File: src/rtl/id_ex_hazard_reg.sv
// id_ex_hazard_reg: ID/EX pipeline register with load-use bubble insertion,
// redirect flush and data-bus freeze.
//
// Handshake: the front end advances only while stall_if=0. flush_id=1 tells
// IF/ID to clear on the next edge. While frozen (mem_req & ~MIO_ready), ID/EX
// holds its contents and no new instruction is accepted.
//
// Optional macro HAZARD_PERF_CNT_EN adds the perf_bubbles/perf_freezes counters.
module id_ex_hazard_reg #(
  parameter int MEM_TIMEOUT = 255,
  parameter int CNT_W       = 32
) (
  input  logic             clk,
  input  logic             rst_n,
  input  logic             id_valid,
  input  logic [4:0]       id_rs1,
  input  logic [4:0]       id_rs2,
  input  logic [4:0]       id_rd,
  input  logic             id_ALUSrc_B,
  input  logic             id_Jump,
  input  logic             id_Branch,
  input  logic             id_BranchN,
  input  logic             id_RegWrite,
  input  logic             id_MemRW,
  input  logic [1:0]       id_MemtoReg,
  input  logic [2:0]       id_ALU_Control,
  input  logic             id_Rs1_used,
  input  logic             id_Rs2_used,
  input  logic             ex_redirect,
  input  logic             mem_req,
  input  logic             MIO_ready,
  output logic             ex_ALUSrc_B,
  output logic             ex_Jump,
  output logic             ex_Branch,
  output logic             ex_BranchN,
  output logic             ex_RegWrite,
  output logic             ex_MemRW,
  output logic [1:0]       ex_MemtoReg,
  output logic [2:0]       ex_ALU_Control,
  output logic [4:0]       ex_rs1,
  output logic [4:0]       ex_rs2,
  output logic [4:0]       ex_rd,
  output logic             ex_valid,
  output logic             stall_if,
  output logic             flush_id,
  output logic             mem_wait,
  output logic             mem_timeout
`ifdef HAZARD_PERF_CNT_EN
  ,
  output logic [CNT_W-1:0] perf_bubbles,
  output logic [CNT_W-1:0] perf_freezes
`endif
);

  localparam int WAIT_W = (MEM_TIMEOUT < 2) ? 1 : $clog2(MEM_TIMEOUT + 1);
  localparam logic [WAIT_W-1:0] TO_VAL = WAIT_W'(MEM_TIMEOUT);

  typedef enum logic [0:0] {ST_RUN = 1'b0, ST_MEM_WAIT = 1'b1} state_t;

  typedef struct packed {
    logic       alu_src_b;
    logic       jump;
    logic       branch;
    logic       branch_n;
    logic       reg_write;
    logic       mem_rw;
    logic [1:0] mem_to_reg;
    logic [2:0] alu_ctl;
    logic [4:0] rs1;
    logic [4:0] rs2;
    logic [4:0] rd;
  } ctrl_t;

  state_t              state_q, state_d;
  ctrl_t               ex_q, ex_d, id_bundle;
  logic                ex_valid_q, ex_valid_d;
  logic [WAIT_W-1:0]   cnt_q, cnt_d;
  logic                to_q, to_d;
  logic                frz, lu;

  // Hazard detection: freeze from the data bus, load-use against the load in EX.
  // id_valid gates everything first so undriven ID fields cannot raise lu.
  always_comb begin
    frz = mem_req & ~MIO_ready;
    lu  = id_valid & ex_valid_q & ex_q.reg_write & (ex_q.mem_to_reg == 2'b01) &
          (ex_q.rd != 5'd0) &
          ((id_Rs1_used & (id_rs1 == ex_q.rd)) | (id_Rs2_used & (id_rs2 == ex_q.rd)));
    id_bundle = '{alu_src_b: id_ALUSrc_B, jump: id_Jump, branch: id_Branch,
                  branch_n: id_BranchN, reg_write: id_RegWrite, mem_rw: id_MemRW,
                  mem_to_reg: id_MemtoReg, alu_ctl: id_ALU_Control,
                  rs1: id_rs1, rs2: id_rs2, rd: id_rd};
  end

  // Pipeline register next value: hold > redirect bubble > load-use bubble > load.
  always_comb begin
    ex_d       = ex_q;
    ex_valid_d = ex_valid_q;
    if (frz) begin
      ex_d       = ex_q;
      ex_valid_d = ex_valid_q;
    end else if (ex_redirect || lu) begin
      ex_d       = '0;
      ex_valid_d = 1'b0;
    end else begin
      ex_d       = id_bundle;
      ex_valid_d = id_valid;
    end
  end

  // Wait FSM and counter: MEM_WAIT lasts while the freeze persists; the counter
  // restarts on entry, stops at the timeout value and fires a single pulse.
  always_comb begin
    state_d = frz ? ST_MEM_WAIT : ST_RUN;
    cnt_d   = cnt_q;
    to_d    = 1'b0;
    if (frz) begin
      if (state_q == ST_RUN) begin
        cnt_d = '0;
      end else if ((MEM_TIMEOUT > 0) && (cnt_q == TO_VAL)) begin
        cnt_d = cnt_q;
      end else if (cnt_q != '1) begin
        cnt_d = cnt_q + WAIT_W'(1);
        to_d  = (MEM_TIMEOUT > 0) && (cnt_d == TO_VAL);
      end
    end
  end

  // State, counter and pipeline registers.
  always_ff @(posedge clk or negedge rst_n) begin
    if (!rst_n) begin
      state_q    <= ST_RUN;
      cnt_q      <= '0;
      to_q       <= 1'b0;
      ex_q       <= '0;
      ex_valid_q <= 1'b0;
    end else begin
      state_q    <= state_d;
      cnt_q      <= cnt_d;
      to_q       <= to_d;
      ex_q       <= ex_d;
      ex_valid_q <= ex_valid_d;
    end
  end

  assign stall_if       = frz | (~ex_redirect & lu);
  assign flush_id       = ~frz & ex_redirect;
  assign mem_wait       = (state_q == ST_MEM_WAIT) & frz;
  assign mem_timeout    = to_q;
  assign ex_valid       = ex_valid_q;
  assign ex_ALUSrc_B    = ex_q.alu_src_b;
  assign ex_Jump        = ex_q.jump;
  assign ex_Branch      = ex_q.branch;
  assign ex_BranchN     = ex_q.branch_n;
  assign ex_RegWrite    = ex_q.reg_write;
  assign ex_MemRW       = ex_q.mem_rw;
  assign ex_MemtoReg    = ex_q.mem_to_reg;
  assign ex_ALU_Control = ex_q.alu_ctl;
  assign ex_rs1         = ex_q.rs1;
  assign ex_rs2         = ex_q.rs2;
  assign ex_rd          = ex_q.rd;

`ifdef HAZARD_PERF_CNT_EN
  logic [CNT_W-1:0] bub_q, bub_d, frzc_q, frzc_d;

  // Performance counters: bubble cycles from load-use, and freeze cycles.
  always_comb begin
    bub_d  = bub_q;
    frzc_d = frzc_q;
    if (!frz && !ex_redirect && lu) bub_d = bub_q + CNT_W'(1);
    if (frz) frzc_d = frzc_q + CNT_W'(1);
  end

  // Counter registers.
  always_ff @(posedge clk or negedge rst_n) begin
    if (!rst_n) begin
      bub_q  <= '0;
      frzc_q <= '0;
    end else begin
      bub_q  <= bub_d;
      frzc_q <= frzc_d;
    end
  end

  assign perf_bubbles = bub_q;
  assign perf_freezes = frzc_q;
`endif

endmodule

File: config.mk
export PLATFORM = sky130hd
export DESIGN_NAME = id_ex_hazard_reg
export DESIGN_NICKNAME = d
export VERILOG_FILES = /design/src/rtl/id_ex_hazard_reg.sv
export SDC_FILE = /design/constraint.sdc
export NUM_CORES = 1
export LEC_CHECK = 0
export BUFFER_PORTS_ARGS = -buffer_cell sky130_fd_sc_hd__buf_2
export CAP_MARGIN = 10
export CORE_UTILIZATION = 56
export CTS_CLUSTER_DIAMETER = 100
export DETAILED_ROUTE_END_ITERATION = 7
export PLACE_DENSITY_LB_ADDON = 0.3
export SYNTH_ARGS = -nofsm -noshare
export SYNTH_HDL_FRONTEND = slang
export SYNTH_SLANG_ARGS = --single-unit
File: constraint.sdc
create_clock -name clk -period 3.16 [get_ports clk]
set_input_delay 0.474 -clock clk [delete_from_list [all_inputs] [get_ports clk]]
set_output_delay 0.474 -clock clk [all_outputs]
set_load 0.02 [all_outputs]
==> results.md, run 1 <==
- Cell types occupying the most area after synthesis: dfrtp_1 (39%), a22oi_1 (8.6%), nand3b_1 (8.6%)
- Die width: about 67 microns
- Data arrival time of the worst path: approximately 1.9 ns
- Largest net degree at the start of global routing: between 40 and 50
- Number of instances in the synthesized netlist: 240
- Part of the total power dissipated in combinational logic: 0.228
- Wire length of the first global-routing pass: between 9000 and 10,000 microns
- Number of hold violations in the final report: 0
- Ant diodes: 0
- Count of port buffers added during placement: between 60 and 70
- DRC violation total after the first TritonRoute iteration: approximately 190
- Number of antenna violations at the first check in global routing: 0
- Proportion of power drawn by flip-flops and latches: 0.439
- DP HPWL: 3690 microns
- Cell area after layout: about 0.0027 sq mm
- Clock slew at the register clock pins of the worst setup and hold paths: 0.08 ns
- Total congestion overflow: 0
- Number of warning messages in the yosys log: 0
- Transition time of the tightest slew-check pin: 0.832 ns
- Total buffers and inverters traversed by the critical path: 1
- Highest net fanout along the worst path: 5
- Post-cts gate resize count: 0
- Remaining antenna violation count: 0
- Avg Vias per Cell: 6.06
- Total wire length after detailed routing: 5660 microns
- Remaining routing DRC violations: 0
- Worst-case clock buffer depth: 2
- Number of clock sinks: 37
- Tightest Hold Check Type: primary input to async pin
- Internal power summed over all cells: just under 900 uW
- Share of synthesized flip-flops with an asynchronous set or reset: 1.00
- Pleak: 0.00118 uW
- Cell with the largest stage delay on the worst path: or4_4
- Sum Neg Setup Slack: 0 ns
- Total cell area at the placement stage: 0.00262 sq mm
- Layout cells sized above 1: 0.293
- Max Transition Viols Final: 0
- Synthesized flop and latch total: 37
- IR Drop Worst-Case VDD: 0.460 mV
- Crit Reg-Reg Startpoint: cnt_q[1]
- Power density relative to cell area: about 470 mW/mm^2
- Syn nets: 276
- Highest-count cells in the layout ignoring fill and taps: buf_2 (64), dfrtp_1 (37), nand3b_1 (27), nor3b_1 (27), a22oi_1 (27)
- Number of distinct standard cells referenced by the synthesized netlist: 42
- Worst slack at placement: roughly 1.1 ns
- Per-instance average area after synthesis: just under 10 sq um
- Number of buffers created by CTS: 5
- Number of rows created at floorplan: 23
- Launch point of the critical path: ex_rd[1]
- Initial core utilization: 0.584
- Postcts setup bufs: 0
- Vias in the first global route: 1,914
- Headroom to the max-slew limit: 0.445
- Util after Layout: 0.679
- Total track usage: 0.270
- Switching power: 383 uW
- Final setup slack of the worst path: 0.813 ns
- Routability congestion estimate from global placement: between 0.8 and 0.9
- Library cell with the largest summed area after synthesis: dfrtp_1
- Family of cells with the greatest summed delay on the critical path: simple AND/OR/NAND/NOR gates
- H-tree depth reported by CTS: 2
- Maximum Capacitance Violations: 0
- RSZ-0062 raised after global routing: no
- Drt wl/cell: about 16 microns
- Min Clock Period, post-route: between 2 and 2.5 ns
- Proportion of synthesized chip area in sequential cells: 0.394
- Total vias in the final route: about 2,100
- Fraction of synthesized cell area taken by the top area cell type: 0.394
- Final setup violation count: 0
- Combined area of all synthesized cells: ~0.0024 sq mm
- Critical path's largest stage delay: 0.57 ns
- Endpoint type of the worst setup path: output port
- Cells along the critical path: or4_4 > o211ai_4 > nor2_1 > a21o_1 > buf_2
- Most frequent standard cell in the layout excluding fill and tap cells: buf_2
- Final Non-Filler Cells: approximately 340
- Root buffer cell: clkbuf_8
- Crit Path Category: flop to output port
- Final #Nets: ~330
- Number of synthesized flops with an enable pin: 0
- Switching share of power: 0.300
- Crit path required time: about 2.7 ns
- Die height: between 60 and 70 microns
- Commonest register cell after synthesis: dfrtp_1
- Top-level port count: 65
- Layout-stage area growth over the synthesis result: 16.2%
- Critical path startpoint category: flop
- Setup clock skew after layout: around 0.007 ns
- Die Footprint: between 0.004 and 0.005 sq mm
- Clock tree from TritonCTS: done
- Run status: completed
- Worst skew pair latency: 0.29 ns
- Number of detailed-routing iterations run before antenna repair: 5
- Placed cell count: approximately 340
- CTS Hold Buffers Added: 0
- Clk pwr share: 0.333
- Max Fclk: 426 MHz
- Total core area: 0.00403 sq mm
- Period utilization: 0.743
==> cell usage after synthesis (3+ instances only) <==
cell      count
a21oi_1       6
a22oi_1      27
buf_2         6
clkbuf_1      9
clkbuf_8      4
dfrtp_1      37
nand2_1       7
nand3_1       3
nand3b_1     27
nand4_1       4
nor2_1        6
nor3b_1      27
o21ai_0      20
o21ai_1       5
o21ai_2       4
o31ai_1       3
xnor2_1      12
==> final timing paths <==
kind                        endpoint  slack (ns)  cells past startpoint
max                         stall_if        0.81                      5
min                        ex_rs2[3]        0.28                      1
max reg2reg                 cnt_q[1]        1.17                      5
min reg2reg                ex_Branch        0.52                      2
max in group asynchronous   ex_rd[4]        2.35                      1
min in group clk           ex_Branch        0.44                      3
==> layer usage <==
| layer | vias up | routed length (microns) | global-route usage |
|---|---|---|---|
| met3 | 6 | 235 | 0.0394 |
| met1 | 1022 | 2570 | 0.384 |
| met2 | 56 | 2790 | 0.413 |
| met4 | 0 | 55 | 0.101 |
| li1 | 1002 | - | - |
| met5 | - | 0 | 0 |
==> registers in the layout (all words and copies together) (netlist names), 2 cells and up <==
name            cells
ex_ALU_Control      3
ex_MemtoReg         2
cnt_q               8
ex_rs2              5
ex_rd               5
ex_rs1              5
==> through the flow <==
step,total power (uW),hold slack (ns)
final,1280,0.282
after global routing,1350,0.348
after CTS,1290,0.308
after detailed placement,860,0.508
after global placement,852,0.496
after floorplan,757,0.178
==> worst register-to-register path, cell delays in order (launching register included) <==
cell	delay, ns
dfrtp_1	0.43
ha_1	0.29
nand3_1	0.18
nor3_2	0.42
mux2_2	0.38
a22o_1	0.18
==> cells by family (layout without fill, tap and decap cells) <==
family | after synthesis | in the layout | synth area share
and+or+nand+nor | 86 | 86 | 0.251
AOI/OAI and AO/OA | 75 | 75 | 0.221
DFF | 37 | 37 | 0.394
buffers and inverters | 26 | 80 | 0.0707
xor gates and xnor gates | 12 | 12 | 0.0447
adders and majority gates | 2 | 2 | 0.0106
muxes | 2 | 2 | 0.00904
==> power groups by stage <==
stage / sequential (uW) / clock [uW] / combinational, uW
6_report: 560 / 425 / 291
3_5_place_dp: 570 / 0 / 290
2_1_floorplan: 613 / 0 / 144
3_3_place_gp: 567 / 0 / 285
4_1_cts: 561 / 434 / 293
5_1_grt: 568 / 458 / 321
==> final cells by class <==
type                            count  area (sq um)
Multi-Input combinational cell    177          1260
Tap cell                           50          62.6
Sequential cell                    37           926
Timing Repair Buffer               69           358
Fill cell                         347          1290
Clock inverter                      1          30.0
Inverter                            3          11.3
Clock buffer                        7          86.3
Note: power is estimated with default switching activity, not from simulation.
==> run 2: changes to the inputs <==
Settings changed: CORE_UTILIZATION 56 to 47.
Clock period 3.16 ns to 2.1 ns, I/O delays scaled along.
==> run 2 against run 1 <==
Effect of this change:
- clock-buffer cell count did not move
- cell area rose by 2.4%
- critical path depth did not move
- clock power grew 18%
- largest power group unchanged
- cell count increased by 7.0%
- clock skew is 0.0030 ns lower
- largest cell class unchanged
- non-clock buffer count rose by 8
- core utilization decreased by 9.0 points
- sequential share of layout area fell by 0.74 points
==> results.md, run 2 (same netlist as run 1, synthesis figures left out) <==
- Filler cell count in the final layout: 438 (was 347)
- Wire length of the first global-routing pass: 9210 microns (was 9030 microns)
- Final setup slack of the worst path: 0.00102 ns (was 0.813 ns)
- Final setup violation count: 0 (unchanged)
- Crit path required time: 1.78 ns (was 2.69 ns)
- Remaining antenna violation count: 0 (unchanged)
- Critical path startpoint category: flop (unchanged)
- Die height: 72.7 microns (was 66.8 microns)
- Part of the total power dissipated in combinational logic: 0.257 (was 0.228)
- Total wire length after detailed routing: 5740 microns (was 5660 microns)
- Die Footprint: 0.00529 sq mm (was 0.00446 sq mm)
- DP HPWL: 3910 microns (was 3690 microns)
- Data arrival time of the worst path: 1.78 ns (was 1.87 ns)
- Worst skew pair latency: 0.29 ns (about the same)
- Number of clock sinks: 37 (unchanged)
- Number of buffers created by CTS: 5 (unchanged)
- Clock slew at the register clock pins of the worst setup and hold paths: 0.07 ns (was 0.08 ns)
- CTS Hold Buffers Added: 0 (unchanged)
- Number of detailed-routing iterations run before antenna repair: 4 (was 5)
- Remaining routing DRC violations: 0 (unchanged)
- Max Transition Viols Final: 0 (unchanged)
- Worst slack at placement: 0.229 ns (was 1.10 ns)
- Maximum Capacitance Violations: 0 (unchanged)
- M1 wire length: 2650 microns (was 2570 microns)
- Count of port buffers added during placement: 64 (unchanged)
- Largest register by flop count: cnt_q (unchanged)
- Tightest Hold Check Type: primary input to async pin (unchanged)
- H-tree depth reported by CTS: 2 (unchanged)
- Worst-case clock buffer depth: 2 (unchanged)
- Power density relative to cell area: 644 mW/mm^2 (was 467 mW/mm^2)
- Crit Path Category: flop to output port (unchanged)
- Total vias in the final route: 2,102 (was 2,086)
- Number of hold violations in the final report: 0 (unchanged)
- Total track usage: 0.227 (was 0.270)
- Top layer in use: met4 (unchanged)
- DRC violation total after the first TritonRoute iteration: 160 (was 191)
- Final #Nets: 337 (was 329)
- Layout-stage area growth over the synthesis result: 19.0% (was 16.2%)
- Switching share of power: 0.315 (was 0.300)
- Ant diodes: 0 (unchanged)
- Total congestion overflow: 0 (unchanged)
- Internal power summed over all cells: 1240 uW (was 894 uW)
- Number of antenna violations at the first check in global routing: 0 (unchanged)
- Headroom to the max-slew limit: 0.629 (was 0.445)
- Most frequent standard cell in the layout excluding fill and tap cells: buf_2 (unchanged)
- Highest-count cells in the layout ignoring fill and taps: buf_2 (64), dfrtp_1 (36), nand3b_1 (27), nor3b_1 (27), a22oi_1 (27) (was buf_2 (64), dfrtp_1 (37), nand3b_1 (27), nor3b_1 (27), a22oi_1 (27))
- Met2 Routed Length: 2660 microns (was 2790 microns)
- Routability congestion estimate from global placement: 0.797 (was 0.853)
- Pleak: 0.00121 uW (was 0.00118 uW)
- RSZ-0062 raised after global routing: yes (was no)
- Number of rows created at floorplan: 25 (was 23)
- Root buffer cell: clkbuf_8 (unchanged)
- Largest net degree at the start of global routing: 39 (was 43)
- Total cell area at the placement stage: 0.00269 sq mm (was 0.00262 sq mm)
- Setup clock skew after layout: 0.00403 ns (was 0.00699 ns)
- Drt wl/cell: 15.6 microns (was 16.5 microns)
- Met3 layer wire length in the routed design: 332 microns (was 235 microns)
- Avg Vias per Cell: 5.71 (was 6.06)
- Flip-flop count of the largest register after layout: 8 (unchanged)
- Clock tree from TritonCTS: done (unchanged)
- Vias in the first global route: 1,875 (was 1,914)
- Switching power: 567 uW (was 383 uW)
- Transition time of the tightest slew-check pin: 0.556 ns (was 0.832 ns)
- Post-layout total power: 1800 uW (was 1280 uW)
- Clk pwr share: 0.279 (was 0.333)
- Layout cells sized above 1: 0.312 (was 0.293)
- Endpoint type of the worst setup path: output port (unchanged)
- Top-level port count: 65 (unchanged)
- Period utilization: 1.00
- Proportion of power drawn by flip-flops and latches: 0.464 (was 0.439)
- Max Fclk: between 400 and 500 MHz
- Cell area after layout: 0.00280 sq mm (was 0.00273 sq mm)
- Run status: completed (unchanged)
- Min Clock Period, post-route: around 2.1 ns
- IR Drop Worst-Case VDD: 0.409 mV (was 0.460 mV)
- Initial core utilization: 0.495 (was 0.584)
- Die width: 72.7 microns (was 66.8 microns)
- Highest net fanout along the worst path: 2 (was 5)
- Total core area: 0.00475 sq mm (was 0.00403 sq mm)
-- run 2: cell count changes in the layout (fill, tap and decap cells not counted), sizes merged --
cell / previous run / this run
bufinv: 1 / 0
buf: 69 / 77
-- run 2: routing by layer --
layer,global-route usage,up-vias
li1,-,1017
met5,0,-
met1,0.318,1002
met2,0.348,75
met4,0.0806,0
met3,0.0470,8
-- run 2: path summary, 6_finish.rpt --
| check | start | endpoint | slack, ns | cells past startpoint |
|---|---|---|---|---|
| worst max-delay path | ex_rd[1] | stall_if | 0.001 | 5 |
| worst min-delay path | rst_n | ex_rs1[0] | 0.01 | 1 |
| worst max register to register | cnt_q[1] | cnt_q[1] | 0.32 | 5 |
| worst min register to register | ex_Jump | ex_Jump | 0.51 | 2 |
| max in group asynchronous | rst_n | ex_BranchN | 1.56 | 2 |
| min in group clk | id_RegWrite | ex_RegWrite | 0.28 | 3 |
-- run 2: layout make-up --
class	instances	area, sq um	area share
multi-input combinational	177	1260	0.450
sequential	37	927	0.331
inverter	3	11.3	0.00402
tap	67	83.8	0.0300
timing repair buffer	77	430	0.154
clock buffer	7	86.3	0.0308
-- run 2: worst max-delay path: stages (launching register included) --
cell,delay [ns]
dfrtp_1,0.38
or4_4,0.55
o211ai_4,0.17
nor2_1,0.06
a21o_1,0.18
buf_2,0.15
-- run 2: power by group through the flow --
stage | logic (uW) | clock network (uW) | registers, uW
after floorplan | 217 | 0 | 922
after global placement | 441 | 0 | 854
after detailed placement | 447 | 0 | 856
after CTS | 466 | 519 | 836
after global routing | 505 | 542 | 846
final | 464 | 502 | 836
-- run 2: stage by stage --
stage,std cells,hold slack [ns],setup TNS [ns],util
floorplan,240,0.0194,0,-
global placement,358,0.347,0,0.566
detailed placement,358,0.340,0,0.566
CTS,368,0.0232,-0.0100,0.589
global route,368,0.0596,-0.0597,0.589
finish,368,0.0112,0,0.589
-- run 2: timing repair --
| action | CTS | global route |
|---|---|---|
| pin swaps | 0 | 0 |
| resized for setup | 1 | 0 |
| gates cloned | 0 | 0 |
| setup buffers | 3 | 0 |
| setup endpoints to repair | 1 | 1 |
==> run 3: changes to the inputs <==
Clock period 2.1 ns to 1.91 ns, I/O delays scaled along.
==> run 3 against run 2 <==
Effect of this change:
- the flow now finishes with violations (negative setup slack)
- critical path depth unchanged
- clock skew rose by 0.00059 ns
- setup slack got worse by 0.17 ns
- total power grew 19%
- register-to-register slack got worse by 0.21 ns
- cell count grew 0.27%
- clock-buffer cell count did not move
- worst hold slack worse by 0.0092 ns
- sequential power grew 10%
- critical path type unchanged
==> results.md, run 3 (same netlist as run 1, synthesis figures left out) <==
- Run status: complete, but fails checks (was completed)
- Failing checks: negative setup slack
- Number of clock sinks: 37 (unchanged)
- Endpoint type of the worst setup path: output port (unchanged)
- Count of port buffers added during placement: 64 (unchanged)
- Post-layout total power: 2140 uW (was 1800 uW)
- Worst hold slack: 0.00194 ns (was 0.0112 ns)
- Total buffers and inverters traversed by the critical path: 1 (unchanged)
- Cells along the critical path: or4_4 > o211ai_4 > nor2_2 > a21o_1 > buf_6 (was or4_4 > o211ai_4 > nor2_1 > a21o_1 > buf_2)
- Total wire length after detailed routing: 5890 microns (was 5740 microns)
- Die height: 72.7 microns (unchanged)
- Maximum Capacitance Violations: 0 (unchanged)
- Drt wl/cell: 16.0 microns (was 15.6 microns)
- Most frequent standard cell in the layout excluding fill and tap cells: buf_2 (unchanged)
- Switching power: 643 uW (was 567 uW)
- Final Non-Filler Cells: 369 (was 368)
- Wire length of the first global-routing pass: 9670 microns (was 9210 microns)
- Data arrival time of the worst path: 1.80 ns (was 1.78 ns)
- Die width: 72.7 microns (unchanged)
- Worst skew pair latency: 0.29 ns (about the same)
- Routability congestion estimate from global placement: 0.763 (was 0.797)
- Family of cells with the greatest summed delay on the critical path: simple AND/OR/NAND/NOR gates (unchanged)
- Final setup violation count: 1 (was 0)
- Clock tree from TritonCTS: done (unchanged)
- Cell area after layout: 0.00285 sq mm (was 0.00280 sq mm)
- Max Transition Viols Final: 0 (unchanged)
- Placed cell count: 361 (was 358)
- Die Footprint: 0.00529 sq mm (unchanged)
- Pleak: 0.00122 uW (was 0.00121 uW)
- Postcts setup bufs: 0 (was 3)
- Critical path's largest stage delay: 0.55 ns (about the same)
- Clk pwr share: 0.331 (was 0.279)
- Total core area: 0.00475 sq mm (unchanged)
- Cell with the largest stage delay on the worst path: or4_4 (unchanged)
- DRC violation total after the first TritonRoute iteration: 149 (was 160)
- Power density relative to cell area: 751 mW/mm^2 (was 644 mW/mm^2)
- DP HPWL: 3960 microns (was 3910 microns)
- Crit path required time: 1.62 ns (was 1.78 ns)
- Final #Nets: 337 (unchanged)
- Flip-flop count of the largest register after layout: 8 (unchanged)
- IR Drop Worst-Case VDD: 0.456 mV (was 0.409 mV)
- Transition time of the tightest slew-check pin: 0.623 ns (was 0.556 ns)
- Critical path startpoint category: flop (unchanged)
- Crit Path Category: flop to output port (unchanged)
- Highest-count cells in the layout ignoring fill and taps: buf_2 (63), dfrtp_1 (35), nand3b_1 (27), nor3b_1 (27), a22oi_1 (27) (was buf_2 (64), dfrtp_1 (36), nand3b_1 (27), nor3b_1 (27), a22oi_1 (27))
- Number of antenna violations at the first check in global routing: 0 (unchanged)
- Util after Layout: 0.600 (was 0.589)
- Vias in the first global route: 1,988 (was 1,875)
- Top-level port count: 65 (unchanged)
- Initial core utilization: 0.495 (unchanged)
- Remaining antenna violation count: 0 (unchanged)
- Tightest Hold Check Type: primary input to async pin (unchanged)
- Total vias in the final route: 2,120 (was 2,102)
- RSZ-0062 raised after global routing: yes (unchanged)
- Number of detailed-routing iterations run before antenna repair: 4 (unchanged)
- Highest net fanout along the worst path: 2 (unchanged)
- Number of buffers created by CTS: 5 (unchanged)
- Period utilization: 1.09
- Min Clock Period, post-route: 2.08 ns
- Remaining routing DRC violations: 0 (unchanged)
- Largest net degree at the start of global routing: 49 (was 39)
- Internal power summed over all cells: 1500 uW (was 1240 uW)
- Headroom to the max-slew limit: 0.585 (was 0.629)
- Ant diodes: 0 (unchanged)
- Setup clock skew after layout: 0.00462 ns (was 0.00403 ns)
- Layout-stage area growth over the synthesis result: 21.2% (was 19.0%)
- Layout cells sized above 1: 0.321 (was 0.312)
- Final setup slack of the worst path: -0.173 ns (was 0.00102 ns)
- Number of hold violations in the final report: 0 (unchanged)
- Total track usage: 0.241 (was 0.227)
- Worst-case clock buffer depth: 2 (unchanged)
- Total cell area at the placement stage: 0.00273 sq mm (was 0.00269 sq mm)
- Proportion of power drawn by flip-flops and latches: 0.431 (was 0.464)
- Root buffer cell: clkbuf_8 (unchanged)
- Switching share of power: 0.300 (was 0.315)
- H-tree depth reported by CTS: 2 (unchanged)
- Part of the total power dissipated in combinational logic: 0.238 (was 0.257)
- Clock slew at the register clock pins of the worst setup and hold paths: 0.07 ns (about the same)
- Max Fclk: roughly 480 MHz
- Largest register by flop count: cnt_q (unchanged)
- Total congestion overflow: 0 (unchanged)
- Avg Vias per Cell: 5.75 (was 5.71)
- Number of rows created at floorplan: 25 (unchanged)
[run 3: cell types whose count changed in the layout (fill, tap and decap cells not counted)]
cell       change
dfrtp_1        -1
buf_4          -1
nor2_2         +1
buf_6          +1
bufinv_16      +1
dfrtp_2        +1
buf_12         +1
buf_2          -1
nor2_1         -1
[run 3: metal layers]
layer  vias up  part of all wire  GRT usage
li1       1016                 -          -
met1      1037              0.48      0.337
met2        61              0.46      0.376
met3         6             0.051     0.0456
met4         0             0.011     0.0806
met5         -                 0          0
[run 3: power by group through the flow]
stage	Combinational (uW)	Clock, uW	Sequential [uW]
2_1_floorplan	239	0	1010
3_3_place_gp	500	0	933
3_5_place_dp	511	0	937
4_1_cts	513	727	923
6_report	510	709	923
5_1_grt	559	757	933
[run 3: path summary, 6_finish.rpt]
check	from	depth (start not counted)	slack (ns)	endpoint
worst min register to register	ex_rs2[3]	2	0.51	ex_rs2[3]
max in group asynchronous	rst_n	2	1.31	ex_BranchN
worst max register to register	ex_rd[2]	5	0.11	ex_rd[4]
min in group clk	id_Branch	3	0.25	ex_Branch
worst min-delay path	rst_n	1	0.002	ex_rs1[1]
worst max-delay path	ex_rd[2]	5	-0.17	stall_if
[run 3: cell type report]
class | count | area, sq um
clock buffers | 7 | 86.3
inverters | 3 | 11.3
fillers | 432 | 1900
repair buffers | 77 | 449
clock inverters | 1 | 30.0
flip-flops and latches | 37 | 928
multi-input cells | 177 | 1260
well taps | 67 | 83.8
[run 3: timing repair]
item / 4_1_cts / 5_1_grt
pin swaps: 1 / 0
gates cloned: 0 / 0
hold buffers: 0 / 0
gates resized for setup: 2 / 1
setup endpoints to repair: 1 / 1
[run 3: metrics by stage]
step | TNS (ns) | setup slack [ns]
after floorplan | -0.00355 | -0.00355
after global placement | 0 | 0.119
after detailed placement | 0 | 0.107
after CTS | -0.180 | -0.180
after global routing | -0.217 | -0.217
final | -0.173 | -0.173
